**src/rtl/vc_bus_pkg.sv**
```systemverilog
// Shared definitions for the CPU-side memory bus: arbiter state encodings,
// read-request half-select constants and the address-field width helper.
// Used by the memory arbiter and the bus sequencer.
package vc_bus_pkg;

  // Arbiter states
  typedef enum logic [1:0] {
    ARB_IDLE = 2'd0,
    ARB_GNT0 = 2'd1,
    ARB_GNT1 = 2'd2,
    ARB_GAP  = 2'd3
  } arb_state_t;

  // Read-request half selects: bit0 = low half, bit1 = high half
  localparam logic [1:0] RREQ_LO   = 2'b01;
  localparam logic [1:0] RREQ_HI   = 2'b10;
  localparam logic [1:0] RREQ_BOTH = RREQ_LO | RREQ_HI;

  // Statistics counter bank geometry
  localparam int STAT_N = 4;
  localparam int STAT_W = 16;

  // Width of an address field spanning [rv-1:rv/16]
  function automatic int addr_width(input int rv);
    return rv - rv / 16;
  endfunction

endpackage

```
**src/rtl/vc_arb_stats.sv**
```systemverilog
// Arbiter statistics bank: four saturating 16-bit event counters with a
// registered read port. Only instantiated when VC_ARB_STATS_EN is defined.
// Counter map: 0 = port-0 grants, 1 = port-1 grants,
//              2 = port-0 wait cycles, 3 = port-1 wait cycles.
module vc_arb_stats
  import vc_bus_pkg::*;
(
  input  logic              clk,
  input  logic              r_reset,
  input  logic [STAT_N-1:0] i_inc,
  input  logic [1:0]        i_sel,
  output logic [STAT_W-1:0] o_data
);

  logic [STAT_N-1:0][STAT_W-1:0] w_cnt;
  logic [STAT_W-1:0]             r_data;

  generate
    for (genvar gi = 0; gi < STAT_N; gi++) begin : g_cnt
      logic [STAT_W-1:0] r_cnt;

      // Saturating event counter; holds at all-ones instead of wrapping
      always_ff @(posedge clk) begin
        if (r_reset) begin
          r_cnt <= '0;
        end else if (i_inc[gi] && (r_cnt != {STAT_W{1'b1}})) begin
          r_cnt <= r_cnt + 1'b1;
        end
      end

      assign w_cnt[gi] = r_cnt;
    end
  endgenerate

  // Registered read of the selected counter (one cycle of latency)
  always_ff @(posedge clk) begin
    if (r_reset) begin
      r_data <= '0;
    end else begin
      r_data <= w_cnt[i_sel];
    end
  end

  assign o_data = r_data;

endmodule

```
**src/rtl/vc_mem_arbiter.sv**
```systemverilog
// Two-port arbiter in front of the bus sequencer's single CPU-side memory port.
// Port 0 is instruction fetch (read only), port 1 is data (read/write).
// Port 1 has priority; a starvation counter forces a port-0 grant after
// STARVE_LIMIT consecutive port-1 grants made while port 0 was waiting.
// Every transaction is followed by a one-cycle GAP so that a request still
// held during its done cycle cannot be granted a second time.
// Optional feature: define VC_ARB_STATS_EN to add the stat_sel/stat_data
// statistics port and the vc_arb_stats counter bank.
module vc_mem_arbiter
  import vc_bus_pkg::*;
#(
  parameter int RV           = 32,
  parameter int STARVE_LIMIT = 4
) (
  input  logic                 clk,
  input  logic                 r_reset,
  // port 0: instruction fetch
  input  logic [RV-1:RV/16]    p0_raddr,
  input  logic [1:0]           p0_rreq,
  output logic [RV-1:0]        p0_rdata,
  output logic                 p0_rdone,
  // port 1: data
  input  logic [RV-1:RV/16]    p1_raddr,
  input  logic [1:0]           p1_rreq,
  output logic [RV-1:0]        p1_rdata,
  output logic                 p1_rdone,
  input  logic [RV-1:RV/16]    p1_waddr,
  input  logic [RV/8-1:0]      p1_wmask,
  input  logic [RV-1:0]        p1_wdata,
  output logic                 p1_wdone,
  // sequencer side
  output logic [RV-1:RV/16]    m_raddr,
  output logic [1:0]           m_rreq,
  input  logic [RV-1:0]        m_rdata,
  input  logic                 m_rdone,
  output logic [RV-1:RV/16]    m_waddr,
  output logic [RV/8-1:0]      m_wmask,
  output logic [RV-1:0]        m_wdata,
  input  logic                 m_wdone,
`ifdef VC_ARB_STATS_EN
  input  logic [1:0]           stat_sel,
  output logic [STAT_W-1:0]    stat_data,
`endif
  output logic                 busy
);

  localparam int AW = addr_width(RV);
  localparam logic [3:0] LIMIT = 4'(STARVE_LIMIT);

  arb_state_t   r_state;
  logic [1:0]   r_grant;        // one-hot: bit0 = port 0, bit1 = port 1
  logic [3:0]   r_starve_cnt;

  logic         w_p0_pend;
  logic         w_p1_pend;
  logic         w_starved;
  logic         w_take0;
  logic         w_take1;
  logic         w_done;

  logic [AW-1:0]   w_raddr;
  logic [1:0]      w_rreq;
  logic [AW-1:0]   w_waddr;
  logic [RV/8-1:0] w_wmask;
  logic [RV-1:0]   w_wdata;

  assign w_p0_pend = |(p0_rreq & RREQ_BOTH);
  assign w_p1_pend = (|(p1_rreq & RREQ_BOTH)) | (|p1_wmask);
  assign w_starved = w_p0_pend && (r_starve_cnt == LIMIT);

  // Grant decisions are only taken in IDLE
  assign w_take1 = (r_state == ARB_IDLE) && w_p1_pend && !w_starved;
  assign w_take0 = (r_state == ARB_IDLE) && w_p0_pend && !w_take1;
  assign w_done  = m_rdone | m_wdone;

  // Arbitration FSM, grant register and starvation counter
  always_ff @(posedge clk) begin
    if (r_reset) begin
      r_state      <= ARB_IDLE;
      r_grant      <= 2'b00;
      r_starve_cnt <= '0;
    end else begin
      case (r_state)
        ARB_IDLE: begin
          if (w_take1) begin
            r_state <= ARB_GNT1;
            r_grant <= 2'b10;
            if (w_p0_pend && (r_starve_cnt != 4'hF)) begin
              r_starve_cnt <= r_starve_cnt + 4'd1;
            end
          end else if (w_take0) begin
            r_state <= ARB_GNT0;
            r_grant <= 2'b01;
          end
          // A port-0 grant or an idle port 0 restarts the starvation count
          if (w_take0 || !w_p0_pend) begin
            r_starve_cnt <= '0;
          end
        end
        ARB_GNT0, ARB_GNT1: begin
          // Any completion ends the grant, including a write that was
          // forwarded together with a read; the read re-arbitrates later.
          if (w_done) begin
            r_state <= ARB_GAP;
            r_grant <= 2'b00;
          end
        end
        ARB_GAP: begin
          r_state <= ARB_IDLE;
        end
        default: begin
          r_state <= ARB_IDLE;
          r_grant <= 2'b00;
        end
      endcase
    end
  end

  // Request mux towards the sequencer; everything zero when nothing is granted
  always_comb begin
    w_raddr = '0;
    w_rreq  = 2'b00;
    w_waddr = '0;
    w_wmask = '0;
    w_wdata = '0;
    if (r_grant[0]) begin
      // fetch port is read only: write mask stays forced to zero
      w_raddr = p0_raddr;
      w_rreq  = p0_rreq;
    end else if (r_grant[1]) begin
      w_raddr = p1_raddr;
      w_rreq  = p1_rreq;
      w_waddr = p1_waddr;
      w_wmask = p1_wmask;
      w_wdata = p1_wdata;
    end
  end

  assign m_raddr = w_raddr;
  assign m_rreq  = w_rreq;
  assign m_waddr = w_waddr;
  assign m_wmask = w_wmask;
  assign m_wdata = w_wdata;

  // Completions are steered to the granted port only; a stray done pulse
  // outside a grant is dropped because the grant register is zero then.
  assign p0_rdone = r_grant[0] & m_rdone;
  assign p1_rdone = r_grant[1] & m_rdone;
  assign p1_wdone = r_grant[1] & m_wdone;

  // Read data is shared; consumers qualify it with their own done
  assign p0_rdata = m_rdata;
  assign p1_rdata = m_rdata;

  assign busy = |r_grant;

`ifdef VC_ARB_STATS_EN
  logic [STAT_N-1:0] w_stat_inc;

  assign w_stat_inc[0] = w_take0;
  assign w_stat_inc[1] = w_take1;
  assign w_stat_inc[2] = w_p0_pend & ~r_grant[0];
  assign w_stat_inc[3] = w_p1_pend & ~r_grant[1];

  vc_arb_stats u_stats (
    .clk     (clk),
    .r_reset (r_reset),
    .i_inc   (w_stat_inc),
    .i_sel   (stat_sel),
    .o_data  (stat_data)
  );
`endif

endmodule
```
**config.mk**
```make
export PLATFORM = sky130hd
export DESIGN_NAME = vc_mem_arbiter
export DESIGN_NICKNAME = d
export VERILOG_FILES = /design/src/rtl/vc_bus_pkg.sv /design/src/rtl/vc_arb_stats.sv /design/src/rtl/vc_mem_arbiter.sv
export SDC_FILE = /design/constraint.sdc
export NUM_CORES = 1
export LEC_CHECK = 0
export CORE_AREA = 2 2 128 130
export CTS_CLUSTER_DIAMETER = 50
export CTS_CLUSTER_SIZE = 28
export DETAILED_ROUTE_END_ITERATION = 16
export DIE_AREA = 0 0 130 132
export MAX_ROUTING_LAYER = met4
export SYNTH_ARGS = -nofsm -noshare
export SYNTH_HDL_FRONTEND = slang
export SYNTH_SLANG_ARGS = --single-unit
```
**constraint.sdc**
```tcl
create_clock -name clk -period 1.6 [get_ports clk]
set_input_delay 0.32 -clock clk [delete_from_list [all_inputs] [get_ports clk]]
set_output_delay 0.32 -clock clk [all_outputs]
set_load 0.03 [all_outputs]
```
-- Word level (Yosys, flattened, before mapping)
Cells that the tools add are included.
- logic and storage cells: 57
- memories: 0
- input port bits: 166
- bits in latches: 0
- register bits after elaboration: 8
- memory bits (writable): 0
- bits in read-only memories: 0
- output and inout bits: 166
- reductions and logical operators: 22
- shifts and indexed selects: 0
- multiplexer cells: 19
- divide/modulo/power cells: 0
- multipliers: 0
- bitwise gates (word level): 5
- equal/unequal tests: 7
- $lt $le $gt $ge: 0
- $add $sub $neg: 1
- operators by type and width (operator ; number):
    two-way mux 30 bit ; 4
    two-way mux 32 bit ; 2
    two-way mux 4 bit ; 5
    two-way mux 2 bit ; 6
    OR reduction 2 bit ; 4
    logical AND 1 bit ; 6
    case mux 2 bit (3 select lines) ; 1
    AND reduction 3 bit ; 2
    nonzero test 2 bit ; 3
    adder 4 x 1 -> 4 bit (second input constant) ; 1
    equality test 2 bit (second input constant) ; 2
    equality test 4 x 3 -> 1 bit (second input constant) ; 1
    != test 4 bit (second input constant) ; 1
    case mux 2 bit (2 select lines) ; 1
    OR reduction 4 bit ; 1
    AND 1 bit ; 3
    logical NOT 1 bit ; 3
    != test 3 bit (second input constant) ; 1
    equality test 2 x 1 -> 1 bit (second input constant) ; 1
    logical NOT 2 bit ; 1
    != test 2 bit (second input constant) ; 1
    OR 1 bit ; 2
    AND reduction 2 bit ; 1
    logical OR 1 bit ; 1

-- Logic depth before layout (Yosys ltp)
Gate-level depths: netlist (run 1).
- depth in word-level cells: 9
- gate-level depth with buffers: 7
- gate-level depth less buffers: 6

-- Least setup slack after synthesis (run 1)
OpenSTA, ideal clock, no wires.
- path kind: flip-flop to output port
- start point: reg r_grant[0]
- end point: out m_raddr[10] in the netlist's numbering
- buffers on the path: 4
- data arrival time: 1354 ps
- slack: -74 ps
- stages on the path, launching flop included: 7
- cell sequence: dfxtp_1 > buf_2 > nor2b_1 > buf_2 > buf_2 > buf_2 > a22o_1
- longest elaborated chain between the ends: 1
- RTL lines (what ; RTL line ; text):
    from (decl) ; vc_mem_arbiter.sv:51 ; logic [1:0] r_grant;
    from (signal assigned) ; vc_mem_arbiter.sv:80 ; r_grant <= 2'b00;
    from (signal assigned) ; vc_mem_arbiter.sv:87 ; r_grant <= 2'b10;
    from (signal assigned) ; vc_mem_arbiter.sv:93 ; r_grant <= 2'b01;
    two-way mux 30 bit ; vc_mem_arbiter.sv:126 ; if (r_grant[0]) begin
    to (decl) ; vc_mem_arbiter.sv:32 ; output logic [RV-1:RV/16] m_raddr,
No other way between the ends.

-- Final worst setup path (run 1)
- start point: reg r_grant[0]
- end point: out m_waddr[14] in the netlist's numbering
- longest elaborated chain between the ends: 1
- RTL lines (what ; RTL line ; text):
    two-way mux 30 bit ; vc_mem_arbiter.sv:126 ;
    to (decl) ; vc_mem_arbiter.sv:36 ; output logic [RV-1:RV/16] m_waddr,
No other way between the ends.

==> summary.md, run 1 <==
| Metric | Value |
|---|---|
| Final core occ | 0.326 |
| Int Pwr | 3790 uW |
| Die Width | 130 um |
| Layout cell share with drive strength beyond 1 | 0.545 |
| CTS clk-pin slew, worst paths | 0.04 ns |
| Commonest non-fill, non-tap cells in the layout | clkdlybuf4s50_1, buf_6, and2_4 |
| Seq pwr share | 0.048 |
| GPL Wtd Cong | 0.782 |
| Net Sw Frac | 0.435 |
| Final ANT Viol Nets | 0 |
| Synth top area share | 0.262 |
| Synth Flop Type | dfxtp_1 |
| Die area | 0.0172 mm^2 |
| Top post-synthesis cells by area | buf_4, and2_1, a22o_1 |
| Clock share of power | 0.065 |
| Largest net degree at the start of global routing | 33 |
| Yosys cell types | 41 |
| Initial core utilization | 0.116 |
| Cell Area, Synth | 0.00183 mm^2 |
| WHS Endpoint | r_state[1] |
| Ant. Diodes | 0 |
| CTS buffer count | 3 |
| Port buffer count | 235 |
| Area Overhead vs Synth | 180% |
| Met2 usage | 0.216 |
| Syn Area/Cell | 7.38 um^2 |
| DP HPWL | 8.50 mm |
| Placed cell count | 630 |
| VDD IR max | 557 uV |
| Failing checks | setup timing |
| Crit-path cells | nor2b_4 > buf_6 > buf_16 > and2_1 > buf_6 |
| Grt peak-use layer | met2 |
| Met3 Resource Use GR | 0.0471 |
| Relative slew slack | 0.757 |
| CTS Sinks | 8 |
| Post-synth top area cell | buf_4 |
| Post-Syn Nets | 417 |
| Remaining DRCs | 0 |
| Vias per cell | 3.84 |
| Ys Warns | 0 |
| DIE HEIGHT | 132 um |
| Clk buf depth | 2 |
| R2R Path End | r_starve_cnt[2] |
| Met1 track demand over resource | 0.143 |
| Flop and latch count out of synthesis | 8 |
| Fin crit share | 1.06 |
| Status | complete, but fails checks |
| Via Count | 2,494 |
| Worst Setup End Kind | output pin |
| Clock period minus worst slack | 1.70 ns |
| Row cnt | 46 |
| Setup TNS | -6.83 ns |
| Logic pwr share | 0.887 |
| Async SR Flop Fraction | 0 |
| Grt total ovfl | 0 |
| Vias in the first global route | 2,711 |
| CTS tree | done |
| WL/cell | 18.4 um |
| Least-Margin Pin Slew | 0.364 ns |
| Hold wc startpoint | r_state[1] |
| Startpoint Class | flop |
| First-pass GRT wire length | 16.5 mm |
| Max-cap violations | 0 |
| Hold Crit Depth | 2 |
| Psw | 2920 uW |
| WP data required | 1.28 ns |
| Drt first pass iters | 4 |
| # nets final | 604 |
| CP max stage delay | 0.34 ns |
| RSZ-0062 raised after global routing | yes |
| Cell repeated most along the worst path | buf_6 |
| Commonest non-fill, non-tap cell in the layout | clkdlybuf4s50_1 |
| R2R Setup Slk | 0.03 ns |
| Slowest-stage cell, CP | dfxtp_2 |
| Max Slew Vio Count | 0 |
| Dpl ws | -0.433 ns |
| Worst Path Arrival | 1.38 ns |
| Ports | 332 |
| Hold Buf Count CTS | 0 |
| Final cell count without fillers | 649 |
| Final setup margin | -0.0972 ns |
| Tot GR Track Use | 0.130 |
| H-tree depth | 1 |
| R2R cell count | 6 |
| Worst r2r src | r_starve_cnt[1] |
| Cells after Synth | 248 |
| Number of setup violations in the final report | 98 |
| Fin. Hold Viols | 0 |
| Initial antenna violation count | 0 |
| Sequential fraction of the synthesis area | 0.0875 |
| Post-synth EDFFs | 0 |
| Max FO, Critical Path | 13 |
| Worst Skew | 0.00345 ns |
| F_max | 589 MHz |
| Crit path kind | flop to output pin |
| Root Buffer | clkbuf_16 |
| Post-Route WL | 11.9 mm |
| CORE AREA | 0.0157 mm^2 |
| Clk Latency, worst-skew pair | 0.24 ns |
| DR iter-0 viols | 54 |
| Min-delay worst type | flop to flop |
| Pleak | 0.00216 uW |
| Power Density | 1310 mW/mm^2 |
==> worst max-delay path, delay by kind of cell (launching register included) <==
| family | cells | cell delay, ns |
|---|---|---|
| simple gates | 2 | 0.36 |
| buf+inv | 3 | 0.44 |
| flops | 1 | 0.34 |
==> worst max path at each step <==
stage,startpoint,end
3_3_place_gp,p1_wmask[2],r_grant[0]
4_1_cts,r_grant[1],m_wdata[7]
5_1_grt,r_grant[0],m_raddr[6]
3_5_place_dp,p1_wmask[2],r_starve_cnt[0]
6_report,r_grant[0],m_waddr[14]
2_1_floorplan,r_grant[0],m_raddr[10]
==> cell families after synthesis <==
group	after synthesis	synth area share
and+or+nand+nor	92	0.320
DFF	8	0.0875
muxes	1	0.00615
AOI/OAI and AO/OA	58	0.254
adders and majority gates	3	0.0205
buffers and inverters	86	0.312
==> sequential cells by signal, summed over array words and instances, names as in the netlist <==
name          flops
r_starve_cnt      4
r_state           2
r_grant           2
==> Yosys cell counts (all sizes together) (2+ instances only) <==
cell / n
buf: 71
ha: 3
a31oi: 2
nand2: 2
nand3: 6
inv: 5
dfxtp: 8
a211oi: 3
clkbuf: 10
nor2: 4
a311oi: 2
a21oi: 6
a22o: 32
o21ai: 6
and2: 69
==> final cells by class <==
cell class | count | area, um^2
Timing Repair Buffer | 263 | 3230
Tap cell | 216 | 270
Multi-Input combinational cell | 154 | 1370
Sequential cell | 8 | 170
Inverter | 5 | 18.8
Clock buffer | 3 | 75.1
Fill cell | 1609 | 10600
==> per-layer routing <==
layer | vias to the layer above | wire (um)
li1 | 1159 | -
met1 | 1144 | 4370
met2 | 155 | 6090
met3 | 36 | 1170
met4 | 0 | 306
met5 | - | 0
==> stage by stage <==
stage	instance area [um^2]	hold WS, ns	power, uW
2_1_floorplan	1860	0.455	2830
3_3_place_gp	4280	0.467	4760
3_5_place_dp	4280	0.477	4800
4_1_cts	4930	0.485	6300
5_1_grt	5130	0.497	7060
6_report	5130	0.479	6710
==> repair_timing <==
item | 4_1_cts | 5_1_grt
gates cloned | 5 | 3
gates resized for setup | 124 | 35
buffers inserted | 4 | 4
endpoints found under the setup margin | 105 | 107
pin swaps | 11 | 10
==> power by group through the flow <==
stage          logic, uW  registers, uW  clock network [uW]
4_1_cts             5550            310                 438
3_3_place_gp        4450            302                   0
5_1_grt             6280            328                 453
2_1_floorplan       2530            296                   0
6_report            5950            319                 437
3_5_place_dp        4490            309                   0
(Power assumes the default switching activity.)
==> run 2: changes to the inputs <==
--- a/config.mk
+++ b/config.mk
@@ -5,11 +5,11 @@
 export SDC_FILE = /design/constraint.sdc
 export NUM_CORES = 1
 export LEC_CHECK = 0
-export CORE_AREA = 2 2 128 130
+export CORE_AREA = 10 10 122 124
 export CTS_CLUSTER_DIAMETER = 50
 export CTS_CLUSTER_SIZE = 28
 export DETAILED_ROUTE_END_ITERATION = 16
-export DIE_AREA = 0 0 130 132
+export DIE_AREA = 0 0 132 134
 export MAX_ROUTING_LAYER = met4
 export SYNTH_ARGS = -nofsm -noshare
 export SYNTH_HDL_FRONTEND = slang
==> run 2 against run 1 <==
  * The run still ends with setup timing left
  * Critical path depth increased by 1
  * Utilization increased by 6.8 points
  * Clock-buffer cell count unchanged
  * Via count down 1.6%
  * Worst hold slack gained 0.0021 ns
  * Non-clock buffer count did not move
  * Sequential power about the same
  * Critical path type unchanged
  * Largest power group unchanged
==> summary.md, run 2 (same netlist as run 1, synthesis figures left out) <==
| Metric | Value |
|---|---|
| Status | complete, but fails checks |
| Failing checks | setup timing |
| DIE HEIGHT | 134 um |
| Crit path kind | flop to output pin |
| WL/cell | 20.1 um |
| CORE AREA | 0.0125 mm^2 |
| Clk buf depth | 2 |
| Max-cap violations | 0 |
| Row cnt | 41 |
| Die Width | 132 um |
| Initial antenna violation count | 1 |
| Worst Setup End Kind | output pin |
| Post-route cell area | 0.00492 mm^2 |
| Remaining DRCs | 0 |
| Seq pwr share | 0.050 |
| First-pass GRT wire length | 17.3 mm |
| F_max | 587 MHz |
| Tot GR Track Use | 0.129 |
| Die area | 0.0177 mm^2 |
| Final cell count without fillers | 606 |
| Worst Path Arrival | 1.38 ns |
| CTS tree | done |
| Final setup margin | -0.102 ns |
| Startpoint Class | flop |
| Final ANT Viol Nets | 0 |
| Fin crit share | 1.06 |
| DR iter-0 viols | 79 |
| Hold Worst Slack | 0.481 ns |
| R2R Path End | r_starve_cnt[2] |
| Psw | 2740 uW |
| Ports | 332 |
| Placed cell count | 589 |
| Root Buffer | clkbuf_16 |
| R2R cell count | 6 |
| Area Overhead vs Synth | 169% |
| Hold Crit Depth | 2 |
| H-tree depth | 1 |
| Post-Route WL | 12.2 mm |
| Max reg flops | 4 |
| WHS Endpoint | r_state[1] |
| DP HPWL | 9.85 mm |
| WP data required | 1.28 ns |
| Tot Pwr | 6300 uW |
| Clock period minus worst slack | 1.70 ns |
| Commonest non-fill, non-tap cells in the layout | clkdlybuf4s50_1, and2_4, buf_6 |
| Net Sw Frac | 0.435 |
| Layout cell share with drive strength beyond 1 | 0.529 |
| Relative slew slack | 0.760 |
| Number of setup violations in the final report | 97 |
| Max FO, Critical Path | 7 |
| Least-Margin Pin Slew | 0.360 ns |
| Worst Skew | 0.000165 ns |
| Largest registers | r_starve_cnt (4), r_grant (2), r_state (2) |
| Clk Latency, worst-skew pair | 0.23 ns |
| RSZ-0062 raised after global routing | yes |
| R2R Setup Slk | 0 ns |
| Logic pwr share | 0.884 |
| FILL cells | 1,228 |
| Setup TNS | -5.98 ns |
| Via Count | 2,455 |
| Hold Buf Count CTS | 0 |
| Largest net degree at the start of global routing | 31 |
| VDD IR max | 498 uV |
| CTS clk-pin slew, worst paths | 0.04 ns |
| Commonest non-fill, non-tap cell in the layout | clkdlybuf4s50_1 |
| Top reg by flops | r_starve_cnt |
| Fin. Hold Viols | 0 |
| # nets final | 604 |
| GPL Wtd Cong | 0.810 |
| Pleak | 0.00211 uW |
| Max Slew Vio Count | 0 |
| Int Pwr | 3560 uW |
| Worst r2r src | r_starve_cnt[1] |
| CTS Sinks | 8 |
| Grt total ovfl | 0 |
| Vias in the first global route | 2,734 |
| Power Density | 1280 mW/mm^2 |
| Initial core utilization | 0.147 |
| DP Area | 0.00419 mm^2 |
| Min-delay worst type | flop to flop |
| CTS buffer count | 3 |
| Hold wc startpoint | r_state[1] |
| Port buffer count | 235 |
| Clock share of power | 0.066 |
| Vias per cell | 4.05 |
| Drt first pass iters | 4 |
## run 2: changes by cell type in the layout (fill, tap and decap cells not counted), sizes merged
cell | before | now
bufbuf | 0 | 1
clkbuf | 6 | 5
clkdlybuf4s50 | 127 | 129
diode | 0 | 1
dlymetal6s2s | 2 | 0
## run 2: metrics by stage
step / setup WS, ns / util
after detailed placement: -0.424 / 0.336
after global placement: -0.293 / 0.336
final: -0.102 / 0.395
after global routing: -0.157 / 0.395
after CTS: -0.115 / 0.380
after floorplan: -0.000215 / -
## run 2: worst max-delay path by stage
stage | start | to | slack, ns | cells past startpoint
CTS | r_grant[1] | m_waddr[19] | -0.11 | 6
floorplan | r_grant[0] | m_raddr[10] | -0.0002 | 6
finish | r_grant[1] | m_waddr[26] | -0.10 | 6
global route | r_grant[1] | m_wdata[27] | -0.16 | 6
detailed placement | p1_wmask[1] | r_starve_cnt[2] | -0.42 | 6
global placement | p1_wmask[1] | r_starve_cnt[2] | -0.29 | 6
## run 2: final cells by class
| type | count | area, um^2 | area share |
|---|---|---|---|
| clock buffers | 3 | 75.1 | 0.0153 |
| inverters | 5 | 18.8 | 0.00382 |
| repair buffers | 263 | 3070 | 0.625 |
| well taps | 172 | 215 | 0.0438 |
| multi-input cells | 154 | 1370 | 0.278 |
| flip-flops and latches | 8 | 168 | 0.0341 |
| diodes | 1 | 2.50 | 0.000509 |
## run 2: worst max-delay path: stages (launching register included)
cell	delay (ns)
dfxtp_2	0.31
nor2b_4	0.12
buf_12	0.14
buf_12	0.14
clkbuf_16	0.15
and2_1	0.15
buf_6	0.13
## run 2: layer usage
metal	part of all wire	track usage	wire, um	vias up
met1	0.34	0.123	4130	1130
met5	0	-	0	-
met2	0.52	0.221	6310	135
met3	0.13	0.0709	1520	30
met4	0.018	0.0358	223	0
li1	-	-	-	1160
## run 2: timing repair
item,4_1_cts,5_1_grt
endpoints found under the setup margin,105,104
cloned,4,3
gates resized for setup,98,38
pin swaps,1,9
buffers inserted,2,5
## run 2: power by group through the flow
stage	clock network, uW	registers (uW)	logic [uW]
after floorplan	0	296	2530
after global placement	0	303	4430
after detailed placement	0	306	4440
after CTS	426	310	5300
after global routing	438	322	5890
final	415	317	5570
==> RTL edit: new RTL, flow settings as in run 2 <==
The option `VC_ARB_STATS_EN` is turned on by a define.
--- a/src/rtl/vc_mem_arbiter.sv
+++ b/src/rtl/vc_mem_arbiter.sv
@@ -8,2 +8,4 @@
 // statistics port and the vc_arb_stats counter bank.
+`define VC_ARB_STATS_EN
+
 module vc_mem_arbiter
Interface: changed (added stat_data and stat_sel); port bits go from 332 to 350. The function was not compared with the original's and may differ.
==> RTL edit against run 2 <==
The run still ends with setup timing left. Total power increased by 75%. Setup slack lost 0.22 ns. Global-route usage rose by 20 points. Via count rose to 2.8 times the old value. Sequential power increased to 7.7 times the old value. Sequential cell count increased by 80. Count of clock-buffer cells in the layout is 9 higher. Sequential share of layout area is 13 points higher. Cell area is 130% higher. Area after synthesis rose to 3.1 times the old value. Clock skew is 0.0082 ns higher. First-iteration DRC count rose to 11 times the old value. Clock power grew to 5.2 times the old value. Wire length grew to 2.7 times the old value. Largest cell class unchanged. Largest power group unchanged.
==> RTL edit: results (changes against run 2) <==
Outcome
  • Status: finished with violations (unchanged)
  • Failing checks: setup timing (unchanged)

Timing
  • Final worst setup slack: -0.327 ns (was -0.102 ns)
  • Setup tns final: -31.57 ns (was -5.98 ns)
  • Setup Viol. Count Final: 158 (was 97)

Hold path
  • HP Start: r_reset (was r_state[1])
  • WHS Endpoint: u_stats.g_cnt[0].r_cnt[3] (was r_state[1])
  • Hold depth: 3 (was 2)
  • Hold/Removal Path Class: in2reg (was reg2reg)

Pwr
  • Combinational Power Share: 0.582 (was 0.884)
  • Flip-flop and latch power: 2.44 mW (was 317 uW)
  • Leakage: 4.53 nW (was 2.11 nW)

Clock network
  • H-tree depth: 3 (was 1)
  • Clock latency on the worst-skew pair: 0.35 ns (was 0.23 ns)
  • CTS Buf Count: 9 (was 3)

Worst setup path
  • CP endpoint: u_stats.g_cnt[0].r_cnt[5] (was m_waddr[26])
  • Max FO, Critical Path: 5 (was 7)
  • Crit-path leading delay family: simple AND/OR/NAND/NOR gates (was buffers and inverters)
  • CP max stage cell: or3_4 (was dfxtp_2)
  • CP max stage delay: 0.40 ns (was 0.31 ns)

Cells and area
  • Max reg flops: 64 (was 4)
  • Final nets: 1164 (was 604)
  • Fillers: 551 (was 1228)

Route
  • Vias after detailed routing: 6964 (was 2455)
  • Drt pass-1 iters: 5 (was 4)
  • DR WL met2: 16000 um (was 6310 um)
  • WL met3: 3320 um (was 1520 um)

GRT
  • First-pass GRT wire length: 43900 um (was 17300 um)
  • Initial antenna violation count: 3 (was 1)
  • Met3 GRT Util: 0.117 (was 0.0709)

Synthesis
  • Syn nets: 834 (was 417)
  • Main area contributors after synthesis: dfxtp_1 (31%), buf_4 (8.5%), and2_1 (8.0%), mux4_2 (6.4%), a22o_1 (5.0%) (was buf_4 (26%), and2_1 (23%), a22o_1 (15%), dfxtp_1 (8.7%), clkbuf_1 (2.1%))

Placed design
  • Port buffer count: 253 (was 235)
  • Placer congestion estimate: 0.957 (was 0.810)
  • DP Wirelength: 22100 um (was 9850 um)
RTL edit: changes by cell type in the layout (fill, tap and decap cells not counted), moves of 16 or more:
cell           change
dlygate4sd2_1     +16
xnor2_1           +32
mux4_2            +16
buf_6             +29
nand4_1           +19
dfxtp_2           +18
dfxtp_1           +60
buf_4             +93
nor2b_1           +16
nor2_1            +62
RTL edit: worst register-to-register path: stages (launching register included):
cell,delay [ns]
dfxtp_2,0.32
inv_2,0.07
ha_4,0.13
nand3b_1,0.19
o21a_4,0.22
or3_4,0.40
or3_1,0.34
a21oi_1,0.17
RTL edit: metrics by stage:
step | utilization | instances | setup slack (ns) | cell area [um2] | hold WS [ns]
2_1_floorplan | - | 659 | -0.424 | 5890 | 0.446
3_3_place_gp | 0.732 | 1108 | -0.843 | 9120 | 0.460
3_5_place_dp | 0.732 | 1108 | -0.857 | 9120 | 0.467
4_1_cts | 0.841 | 1149 | -0.239 | 10500 | 0.448
5_1_grt | 0.894 | 1168 | -0.360 | 11100 | 0.471
6_report | 0.894 | 1168 | -0.327 | 11100 | 0.453
RTL edit: area by class of cell:
type / instances / area, um2 / area share
Tap cell: 172 / 215 / 0.0193
Sequential cell: 88 / 1800 / 0.161
Clock inverter: 3 / 42.5 / 0.00382
Antenna cell: 3 / 7.51 / 0.000674
Inverter: 14 / 52.6 / 0.00472
Multi-Input combinational cell: 456 / 4180 / 0.375
Clock buffer: 12 / 246 / 0.0221
Timing Repair Buffer: 420 / 4600 / 0.413
RTL edit: kinds of logic (layout without fill, tap and decap cells):
group           count (synthesis)  count (layout)  synth area share
xor+xnor                       48              48            0.0745
mux                            19              19            0.0692
simple gates                  295             296             0.293
flops                          88              88             0.312
buf+inv                       116             449             0.121
compound gates                 86              86             0.115
other cells                     0               3                 0
fa+ha+maj                       7               7            0.0155
